### config.mk
export PLATFORM = sky130hd
export DESIGN_NAME = float_accum_sched
export DESIGN_NICKNAME = d
export VERILOG_FILES = /design/src/rtl/float_accum_sched.sv
export SDC_FILE = /design/constraint.sdc
export NUM_CORES = 1
export LEC_CHECK = 0
export ABC_AREA = 1
export BUFFER_PORTS_ARGS = -buffer_cell sky130_fd_sc_hd__buf_2
export CAP_MARGIN = 5
export CORE_MARGIN = 2
export CORE_UTILIZATION = 52
export CTS_CLUSTER_DIAMETER = 150
export DETAILED_ROUTE_END_ITERATION = 8
export GPL_ROUTABILITY_DRIVEN = 0
export PLACE_DENSITY = 0.8
export RECOVER_POWER = 25
export SYNTH_ARGS = -nofsm -noshare
export SYNTH_HDL_FRONTEND = slang
export SYNTH_SLANG_ARGS = --single-unit
### constraint.sdc
create_clock -name clk -period 4.25 [get_ports clk]
set_input_delay 0.425 -clock clk [delete_from_list [all_inputs] [get_ports clk]]
set_output_delay 0.425 -clock clk [all_outputs]
set_load 0.05 [all_outputs]
### src/rtl/float_accum_sched.sv
// float_accum_sched
//   Sequences a single float accumulator. Pops groups of cfg_len elements
//   from an upstream FIFO (the data path bypasses this block and goes
//   straight to the accumulator input), then captures each group sum from
//   the accumulator output LAT cycles after the group's last element into a
//   2-entry valid/ready result queue.
//
//   Ports
//     clk, rst                 clock, asynchronous active-high reset
//     start, cfg_len,
//     cfg_groups               job start pulse and job shape (sampled at start)
//     busy, done               job in progress / one-cycle end-of-job pulse
//     in_level, in_pop         upstream FIFO occupancy and pop strobe
//     acc_run, acc_running,
//     acc_stride_minus_one,
//     acc_delay0, acc_out      accumulator control and result
//     res_data, res_last,
//     res_valid, res_ready     result stream to the consumer
//
//   state  | meaning
//   -------+-------------------------------------------------------------
//   IDLE   | no group in flight; a drain flag keeps busy high while the
//          | final group's capture tag is still in the shift register
//   WAIT   | next group pending until enough input and result credit
//   STREAM | popping one element per cycle of the current group

module float_accum_sched #(
    parameter int LEN_W   = 16,
    parameter int CNT_W   = 16,
    parameter int LVL_W   = 16,
    parameter int DELAY_W = 7,
    parameter int LAT     = 4
) (
    input  logic               clk,
    input  logic               rst,
    input  logic               start,
    input  logic [LEN_W-1:0]   cfg_len,
    input  logic [CNT_W-1:0]   cfg_groups,
    output logic               busy,
    output logic               done,
    input  logic [LVL_W-1:0]   in_level,
    output logic               in_pop,
    output logic               acc_run,
    output logic               acc_running,
    output logic [LEN_W-1:0]   acc_stride_minus_one,
    output logic [DELAY_W-1:0] acc_delay0,
    input  logic [31:0]        acc_out,
    output logic [31:0]        res_data,
    output logic               res_last,
    output logic               res_valid,
    input  logic               res_ready
);

    localparam int CMP_W = (LVL_W > LEN_W) ? LVL_W : LEN_W;
    localparam int OCC_W = $clog2(LAT + 4) + 1;

    typedef enum logic [1:0] {
        S_IDLE,
        S_WAIT,
        S_STREAM
    } state_t;

    state_t state, state_nx;

    logic [LEN_W-1:0] len_q;
    logic [LEN_W-1:0] cnt;
    logic [CNT_W-1:0] groups_q;
    logic [CNT_W-1:0] grp_cnt;
    logic             drain;

    // Capture tags: bit 0 is stage 1, bit LAT-1 is the capture stage.
    logic [LAT-1:0]   tag_v;
    logic [LAT-1:0]   tag_last;

    logic [31:0]      q_data [2];
    logic [1:0]       q_last;
    logic             q_head;
    logic [1:0]       q_count;

    logic             last_elem;
    logic             final_grp;
    logic             push_tag;
    logic             capture;
    logic             cap_last;
    logic             q_pop;
    logic             q_wr;
    logic             eligible;
    logic             start_job;
    logic             zero_job;
    logic [OCC_W-1:0] occ;

    assign last_elem = (state == S_STREAM) && (cnt == len_q - 1'b1);
    assign final_grp = (grp_cnt == groups_q - 1'b1);
    assign push_tag  = last_elem;
    assign capture   = tag_v[LAT-1];
    assign cap_last  = tag_last[LAT-1];

    assign res_valid = (q_count != 2'd0);
    assign res_data  = q_data[q_head];
    assign res_last  = q_last[q_head];
    assign q_pop     = res_valid && res_ready;
    assign q_wr      = q_head ^ q_count[0];

    assign busy                 = (state != S_IDLE) || drain;
    assign acc_running          = busy || (tag_v != '0);
    assign acc_stride_minus_one = len_q - 1'b1;
    assign acc_delay0           = '0;

    // Result slots committed: queued entries plus every tag still in flight,
    // including one pushed this cycle. A pop this cycle gives no credit yet.
    always_comb begin
        occ = OCC_W'(q_count) + OCC_W'(push_tag);
        for (int i = 0; i < LAT; i++) begin
            occ = occ + OCC_W'(tag_v[i]);
        end
    end

    assign eligible = (CMP_W'(in_level) >= CMP_W'(len_q)) && (occ < OCC_W'(2));

    always_comb begin
        state_nx  = state;
        acc_run   = 1'b0;
        in_pop    = 1'b0;
        start_job = 1'b0;
        zero_job  = 1'b0;
        case (state)
            S_IDLE: begin
                if (start && !drain) begin
                    if ((cfg_len == '0) || (cfg_groups == '0)) begin
                        zero_job = 1'b1;
                    end else begin
                        start_job = 1'b1;
                        state_nx  = S_WAIT;
                    end
                end
            end
            S_WAIT: begin
                if (eligible) begin
                    acc_run  = 1'b1;
                    state_nx = S_STREAM;
                end
            end
            S_STREAM: begin
                in_pop = 1'b1;
                if (last_elem) begin
                    if (final_grp) begin
                        state_nx = S_IDLE;
                    end else if (!eligible) begin
                        state_nx = S_WAIT;
                    end
                end
            end
            default: state_nx = S_IDLE;
        endcase
    end

    always_ff @(posedge clk or posedge rst) begin
        if (rst) begin
            state    <= S_IDLE;
            len_q    <= '0;
            groups_q <= '0;
            cnt      <= '0;
            grp_cnt  <= '0;
            drain    <= 1'b0;
            done     <= 1'b0;
            tag_v    <= '0;
            tag_last <= '0;
        end else begin
            state <= state_nx;
            done  <= zero_job || (capture && cap_last);

            if (start_job) begin
                len_q    <= cfg_len;
                groups_q <= cfg_groups;
                grp_cnt  <= '0;
            end else if (push_tag) begin
                grp_cnt <= grp_cnt + 1'b1;
            end

            // Back-to-back groups restart the count from the last-element cycle.
            if (acc_run) begin
                cnt <= '0;
            end else if (in_pop) begin
                cnt <= last_elem ? '0 : cnt + 1'b1;
            end

            if (push_tag && final_grp) begin
                drain <= 1'b1;
            end else if (capture && cap_last) begin
                drain <= 1'b0;
            end

            tag_v    <= (tag_v << 1) | LAT'(push_tag);
            tag_last <= (tag_last << 1) | LAT'(push_tag && final_grp);
        end
    end

    // Credit accounting guarantees a capture never lands on a full queue.
    always_ff @(posedge clk or posedge rst) begin
        if (rst) begin
            for (int i = 0; i < 2; i++) begin
                q_data[i] <= '0;
            end
            q_last  <= '0;
            q_head  <= 1'b0;
            q_count <= '0;
        end else begin
            if (capture) begin
                q_data[q_wr] <= acc_out;
                q_last[q_wr] <= cap_last;
            end
            if (q_pop) begin
                q_head <= ~q_head;
            end
            q_count <= q_count + 2'(capture) - 2'(q_pop);
        end
    end

endmodule

== Yosys cells after proc, flatten, opt, wreduce, memory -nomap -nowiden ==
Index checks and enable logic that the tools add are counted.

* Bitwise operators: 6
* Muxes and demuxes: 34
* Equality and inequality tests: 9
* Reductions and logical operators: 23
* Add/subtract/negate cells: 11
* Magnitude comparators: 8

{| class="wikitable"
|+ Operators by type and width
! operator !! count
|-
| 32-bit 2-to-1 mux || 4
|-
| 16-bit 2-to-1 mux || 5
|-
| 64-bit bitwise mux || 1
|-
| 16-bit by 1-bit adder with 16-bit output (second input constant) || 2
|-
| 32-bit demux with 1-bit select || 1
|-
| 16-bit == test || 2
|-
| 16-bit logical NOT || 2
|-
| 16-bit by 1-bit subtractor with 16-bit output (second input constant) || 2
|-
| 16-bit greater-or-equal comparator || 1
|-
| 1-bit 2-to-1 mux || 14
|-
| 4-bit by 1-bit adder with 4-bit output || 3
|-
| 2-bit 2-to-1 mux || 6
|-
| 2-bit nonzero test || 5
|-
| 1-bit logical AND || 8
|-
| 2-bit inequality test (second input constant) || 4
|-
| 4-bit by 1-bit bitwise OR with 4-bit output || 2
|-
| 2-bit case mux with 3 select lines || 1
|-
| 5-bit AND reduction || 1
|-
| 3-bit by 1-bit adder with 4-bit output || 1
|-
| 2-bit greater-or-equal comparator (second input constant) || 2
|-
| 1-bit logical OR || 4
|-
| 1-bit by 2-bit less-than comparator with 1-bit output (second input constant) || 2
|-
| 4-bit by 2-bit less-than comparator with 1-bit output (second input constant) || 1
|-
| 1-bit NOT with 2-bit output || 2
|-
| other kinds (15) || 15
|}

* Bits in registers: 145
* Word-level logic and storage cells: 105
* Input port bits: 84
* Output and inout port bits: 62

== Depth between registers and ports, before layout ==
Gate-level depths: netlist (run 1).

* Word-level depth: 14
* Mapped depth: 26
* Mapped depth without buffers: 26

== Worst setup path before layout (run 1) ==
Ideal clock, no wire load.

* Path kind: reg2out
* From: register len_q[0]
* To: output acc_run
* Data arrival time: 4.409 ns
* Buffers on the path: 0
* Path slack: -0.584 ns
* Stages on the path, launching flop included: 17
* Data required time: 3.825 ns
* Cell sequence: dfrtp_1 > inv_1 > ha_1 > nand3_1 > xor2_1 > a21oi_1 > nand4_1 > nor2_1 > nand3_1 > inv_1 > fa_1 > nand2_1 > fa_1 > o21ai_0 > a21oi_1 > nand3_1 > inv_1

* Cells in the longest elaborated chain, start to end: 12

{| class="wikitable"
|+ RTL lines
! what !! RTL line !! RTL
|-
| start: declaration || 65 || <nowiki>logic [LEN_W-1:0] len_q;</nowiki>
|-
| start signal: assignment || 173 || <nowiki>len_q <= cfg_len;</nowiki>
|-
| 16-bit by 1-bit subtractor with 16-bit output || n/a ||
|-
| net acc_stride_minus_one[0] || 45 || <nowiki>output logic [LEN_W-1:0] acc_stride_minus_one,</nowiki>
|-
| 16-bit == test || 92 || <nowiki>assign last_elem = (state == S_STREAM) && (cnt == len_q - 1'b1);</nowiki>
|-
| 1-bit logical AND || 92 ||
|-
| net last_elem || 80 || <nowiki>logic last_elem;</nowiki>
|-
| 2-bit by 1-bit adder with 3-bit output || 112 || <nowiki>occ = OCC_W'(q_count) + OCC_W'(push_tag);</nowiki>
|-
| 3-bit by 1-bit adder with 4-bit output || 114 || <nowiki>occ = occ + OCC_W'(tag_v[i]);</nowiki>
|-
| 4-bit by 1-bit adder with 4-bit output (3 in a row) || 114 ||
|-
| 4-bit by 2-bit less-than comparator with 1-bit output || 118 || <nowiki>assign eligible = (CMP_W'(in_level) >= CMP_W'(len_q)) && (occ < OCC_W'(2));</nowiki>
|-
| 1-bit logical AND || 118 ||
|-
| 1-bit 2-to-1 mux || 138 || <nowiki>if (eligible) begin</nowiki>
|-
| 1-bit 2-to-1 mux || 126 || <nowiki>case (state)</nowiki>
|-
| end: declaration || 43 || <nowiki>output logic acc_run,</nowiki>
|}

The timed path passes the listed nets, and every way through them passes these cells.

== Final worst setup path (run 1) ==
* From: register len_q[0]
* To: output acc_run

* Cells in the longest elaborated chain, start to end: 12

{| class="wikitable"
|+ RTL lines
! what !! RTL line
|-
| 16-bit by 1-bit subtractor with 16-bit output || 92
|-
| 16-bit == test || 92
|-
| 1-bit logical AND || 92
|-
| net last_elem || 80
|-
| 2-bit by 1-bit adder with 3-bit output || 112
|-
| 3-bit by 1-bit adder with 4-bit output || 114
|-
| 4-bit by 1-bit adder with 4-bit output (3 in a row) || 114
|-
| 4-bit by 2-bit less-than comparator with 1-bit output || 118
|-
| 1-bit logical AND || 118
|-
| 1-bit 2-to-1 mux || 138
|-
| 1-bit 2-to-1 mux || 126
|}

The timed path passes the listed nets, and every way through them passes these cells.

==> flow_metrics.tcl, run 1 <==
set metrics [dict create \
    ys_seq_area_share_pct 42.2 \
    synth_cell_types 40 \
    area_growth_pct 19.4 \
    fp.dieW_um 133 \
    start_util_pct 52.5 \
    synth_largest_area_cell "dfrtp_1" \
    layout_min_cycle_time_ps 4180 \
    min_period_over_period_pct 98.3 \
    fin_ws_ps 73.3 \
    ys.flop_type "dfrtp_1" \
    ys_ff_latch 145 \
    rows 47 \
    synthTopCellsByCount "nand2_1 (284), inv_1 (157), dfrtp_1 (145), o21ai_0 (104), nand3_1 (93)" \
    timing.fmax_mhz 239 \
    path_clk_slew_ps 60 \
    async_flop_share_pct 100 \
    max_cap_viol_count 1 \
    wl_per_cell_um 13.5 \
    num_vias 7760 \
    failed_checks "capacitance limit, slew limit" \
    setup_viol 0 \
    finalPower_uw 7320 \
    p_leak_uw 0.00520 \
    peakVddDrop_uv 451 \
    diodes 0 \
    place_ws_ps 55.5 \
    yosysWarnings 0 \
    max_slew_margin_pct -71.9 \
    die-area_um2 17600 \
    rsz0062_at_grt "true" \
    status "finished with violations" \
    grt_usage_pct 23.3 \
    io_pins 146 \
    netlist_area_um2 8610 \
    setup.worst_path.start_class "flop" \
    htreeDepth 4 \
    stdcell_count 1483 \
    synth_edf_count 0 \
    place_hpwl_mm 14.6 \
    drt-initial-drc-count 551 \
    worstPathArrival_ps 3750 \
    path_class "flop to output port" \
    vias_per_cell 5.23 \
    drive_above_1_share_pct 22.6 \
    grt_max_degree 120 \
    synthTopCellsByArea "dfrtp_1 (42%), nand2_1 (12%), inv_1 (6.8%)" \
    grt_pass1_wl_mm 33.6 \
    clock-sinks 145 \
    layout.nets 1362 \
    avgSynthCellArea_um2 7.77 \
    power_density_nw_per_um2 712 \
    drt_pass1_iterations 5 \
    hold_path_class "input port to asynchronous set/reset pin" \
    core-area_um2 16400 \
    cts_tree "built" \
    skew_ps 15.6 \
    yosysMostFrequentCell "nand2_1" \
    worst_pin_slew_ps 2580 \
    crit_fanout 6 \
    synth_cells 1107 \
    dp.cells 1442 \
    clk_latency_ps 420 \
    grt-ovfl-total 0 \
    tns_ps 0 \
    die_h_um 133 \
    placed_area_um2 9520 \
    antenna_found_initial 0 \
    cp.required_ps 3830 \
    grt_pass1_vias 7341 \
    drv_slew 120 \
    io_buffers 138 \
    hold_viol 0 \
    clockBufferDepth 2 \
    final_area_um2 10300 \
    crit_path_end_kind "output port" \
    antenna_left 0 \
    cts_buffers 17 \
    synth_top_area_share_pct 42.2 \
    drc 0 \
    cts-root-buf "clkbuf_16" \
    drt_wl_total_mm 20.0 \
]
-- through the flow --
stage	hold WS (ps)	utilization (%)
after floorplan	331	-
after global placement	334	58.0
after detailed placement	335	58.0
after CTS	72.9	62.1
after global routing	222	62.6
final	212	62.6
-- state kept, by name (all words and copies together), names as in the netlist --
name	flops
q_data	64
cnt	16
groups_q	16
grp_cnt	16
len_q	16
tag_last	4
tag_v	4
q_count	2
q_last	2
state	2
done	1
drain	1
q_head	1
-- report_power, final --
group	internal [uW]	total [uW]	leakage [uW]	switching, uW
clock	848	1460	0.000282	611
combinational	1130	3860	0.00319	2730
sequential	1650	2000	0.00172	352
total	3630	7320	0.00520	3690
-- cell families after synthesis --
kind of cell    Yosys count  synth area share [%]
compound gates          144                  8.80
mux                      35                  4.58
flops                   145                  42.2
other cells               1                0.0436
fa+ha+maj                28                  4.33
simple gates            511                  25.8
xor+xnor                 48                  5.05
buf+inv                 195                  9.20
-- cell type report --
class / count / area, um2
Fill cell: 1440 / 6130
Multi-Input combinational cell: 774 / 4370
Inverter: 158 / 602
Tap cell: 220 / 275
Timing Repair Buffer: 154 / 818
Clock inverter: 12 / 125
Sequential cell: 145 / 3630
Clock buffer: 20 / 457
-- path summary, 6_finish.rpt --
kind / startpoint / to / slack, ps / depth (start not counted)
worst max-delay path: len_q[0] / acc_run / 70 / 18
worst min-delay path: rst / q_data[57] / 210 / 2
worst max register to register: len_q[0] / cnt[1] / 310 / 19
worst min register to register: tag_last[1] / tag_last[2] / 340 / 0
max in group asynchronous: rst / len_q[4] / 800 / 3
min in group clk: acc_out[6] / q_data[6] / 220 / 3
-- critical path, stage by stage (launching register included) --
cell and delay, ps:
dfrtp_2 420, clkinvlp_4 110, ha_4 200, nand3_2 160, xor2_4 220, nor2_1 160
nor3_2 60, nand4_1 100, nor2_2 50, nand3_2 80, inv_2 50, fa_1 510
nand2_2 70, fa_2 550, o21ai_2 60, a21oi_2 140, nand3_2 130, clkinvlp_4 120
buf_8 140
-- layer usage --
metal / up-vias / global-route usage (%) / wire (um)
met5: - / 0 / 0
met4: 0 / 7.77 / 406
met3: 32 / 3.79 / 1150
met2: 291 / 38.7 / 9490
met1: 3601 / 31.2 / 8910
li1: 3836 / - / -
-- timing repair --
action                     4_1_cts  5_1_grt
pin swaps                        4       13
setup endpoints to repair        1       13
buffers inserted                 5        3
hold buffers                     0        0
gates resized for setup         17       24
cloned                           1        0
hold endpoints to repair         0        0
-- placed cells by master (no fill, tap or decap), drive strengths merged --
| cell type | n |
|---|---|
| nand3b | 4 |
| xnor2 | 13 |
| dfrtp | 145 |
| clkbuf | 20 |
| o21bai | 1 |
| and2 | 1 |
| nand2 | 287 |
| bufinv | 1 |
| nor4 | 3 |
| ha | 25 |
| xor2 | 34 |
| o21a | 1 |
| o22ai | 13 |
| nor2 | 82 |
| or2 | 7 |
| nor3 | 9 |
| clkinv | 7 |
| a21oi | 15 |
| nand4 | 25 |
| fa | 3 |
| xnor3 | 1 |
| clkinvlp | 4 |
| inv | 158 |
| o21ai | 114 |
| conb | 7 |
| nand3 | 94 |
| buf | 154 |
| mux2 | 35 |
Power figures use the tool's default switching activity.
==> inputs of run 2 (changes only) <==
==> constraint.sdc (replaced) <==
create_clock -name clk -period 4.25 [get_ports clk]
set_input_delay 0.85 -clock clk [delete_from_list [all_inputs] [get_ports clk]]
set_output_delay 0.85 -clock clk [all_outputs]
set_load 0.05 [all_outputs]
==> run 2 against run 1 <==
  * The run ends with capacitance limit, slew limit, setup timing left
  * Count of clock-buffer cells in the layout unchanged
  * Global-route usage up 0.45 points
  * Sequential power about the same
  * Final area up 3.4%
  * Critical path type unchanged
  * Critical endpoint unchanged
  * Largest cell class unchanged
  * Largest power group unchanged
  * Highest routed layer unchanged
==> flow_metrics.tcl, run 2 (synthesis results as in run 1) <==
set metrics [dict create \
    grt_pass1_wl_mm 34.2 \
    clockBufferDepth 2 \
    path_buf_inv 4 \
    place_ws_ps -120 \
    drt_wl_total_mm 20.4 \
    reg2reg_depth 26 \
    drt_pass1_iterations 5 \
    grt_usage_pct 23.8 \
    htreeDepth 4 \
    peakVddDrop_uv 416 \
    final_cell_mix "nand2_1 (271), inv_1 (151), dfrtp_1 (142)" \
    vias_per_cell 5.13 \
    path_class "flop to output port" \
    worstPathArrival_ps 3720 \
    final_area_um2 10600 \
    hold_path_depth 0 \
    cpLargestDelayFamily "adder cells" \
    rsz0062_at_grt "true" \
    drt-initial-drc-count 607 \
    cts_buffers 17 \
    clock-sinks 145 \
    largest-register "q_data" \
    p_leak_uw 0.00539 \
    status "finished with violations" \
    timing.fmax_mhz 219 \
    worst_pin_slew_ps 1930 \
    start_util_pct 52.5 \
    clk_latency_ps 420 \
    antenna_found_initial 0 \
    setup.worst_path.start_class "flop" \
    layout_min_cycle_time_ps 4570 \
    die-area_um2 17600 \
    min_period_over_period_pct 108 \
    io_pins 146 \
    diodes 0 \
    max_cap_viol_count 1 \
    largest_reg_flops 64 \
    cts-root-buf "clkbuf_16" \
    antenna_left 0 \
    worst_path_most_repeated_cell "nand2_2" \
    layout.nets 1401 \
    rows 47 \
    drv_slew 146 \
    num_vias 7808 \
    hold_path_class "flop to flop" \
    wl_per_cell_um 13.4 \
    max_slew_margin_pct -28.6 \
    area_growth_pct 23.4 \
    failed_checks "capacitance limit, slew limit, setup timing" \
    die_h_um 133 \
    fin_ws_ps -324 \
    fp.dieW_um 133 \
    grt_pass1_vias 7334 \
    power_density_nw_per_um2 724 \
    core-area_um2 16400 \
    hold_end "tag_last[2]" \
    grt_max_degree 146 \
    hold_viol 0 \
    mostFrequentLayoutCell "nand2_1" \
    r2r_start "len_q[0]" \
    crit_fanout 8 \
    drc 0 \
    drive_above_1_share_pct 24.5 \
    r2r-end "cnt[9]" \
    critPathSlowestCell "fa_1" \
    stdcell_count 1522 \
    place_hpwl_mm 14.7 \
    crit_path_end_kind "output port" \
    setup_viol 1 \
    grt-ovfl-total 0 \
    io_buffers 138 \
    dp.cells 1478 \
    hp-start "tag_last[1]" \
    path_clk_slew_ps 60 \
    cts_tree "built" \
    finalPower_uw 7690 \
    cp.required_ps 3400 \
    placed_area_um2 9800 \
    path_cells "clkinvlp_4 > ha_4 > nand2_8 > nor2_8 > nand2_2 > nand2_2 > nand2_2 > nand2_2 > nand2_2 > nand4_1 > nor2_1 > nand3_2 > inv_2 > fa_1 > nand2_2 > fa_2 > o21ai_2 > a21oi_2 > nand3_2 > clkinvlp_4 > buf_8" \
    slowest_delay_ps 550 \
    skew_ps 8.56 \
    reg2reg_slack_ps 190 \
    holdBufCountCts 0 \
]
## run 2: cell count changes in the layout (fill, tap and decap cells not counted), sizes merged
cell and delta:
buf +36, bufinv +2, clkbuf +2, clkinv -4, clkinvlp +4, inv -2, nand2 +1
## run 2: through the flow
stage          hold WS (ps)  setup TNS [ps]  utilization (%)
2_1_floorplan           331            -405                -
3_3_place_gp            332           -19.5             59.7
3_5_place_dp            340            -120             59.7
4_1_cts                 354            -211             64.4
5_1_grt                 363            -487             64.7
6_report                354            -324             64.7
## run 2: how the worst max path moves through the flow
stage | depth (start not counted) | end | start | slack (ps)
final | 21 | acc_run | len_q[0] | -320
after global routing | 21 | acc_run | len_q[0] | -490
after CTS | 21 | acc_run | len_q[0] | -210
after detailed placement | 19 | acc_run | len_q[0] | -120
after global placement | 21 | acc_run | len_q[0] | -20
after floorplan | 16 | acc_run | len_q[0] | -400
## run 2: routing by layer
metal  vias to the layer above  track usage, %  share of wire [%]
li1                       3909               -                  -
met1                      3612            32.8                 47
met2                       243            38.0                 46
met3                        44            3.98                5.3
met4                         0            8.48                2.3
met5                         -               0                  0
## run 2: worst register-to-register path, stage by stage, from the launching register on
cell        delay, ps
dfrtp_1           410
clkinvlp_4        110
ha_4              210
nand2_8            80
nor2_8            190
nand2_2            70
nand2_2            70
nand2_2            60
nand2_2            50
nand2_2            60
nand4_1            80
nor2_1             50
nand3_2            90
inv_2              50
fa_1              550
nand2_2            70
fa_2              540
o21ai_2            50
a21oi_2           130
nand3_2           120
buf_4             150
buf_4             120
buf_4             120
buf_4             120
buf_4             170
nand2_4           120
o22ai_1            90
## run 2: cell type report
cell class | count | area (um2)
Fill cell | 1347 | 5780
Multi-Input combinational cell | 775 | 4390
Sequential cell | 145 | 3630
Tap cell | 220 | 275
Timing Repair Buffer | 192 | 1120
Clock inverter | 12 | 159
Inverter | 158 | 604
Clock buffer | 20 | 447
## run 2: repair_timing
item	CTS	global route
gates resized for setup	28	13
pin swaps	9	9
buffers inserted	8	4
setup endpoints to repair	1	17
gates cloned	1	1
## run 2: power by group
part	switching [uW]	total [uW]	internal, uW
combinational	2820	4180	1360
clock	591	1530	940
sequential	330	1980	1650
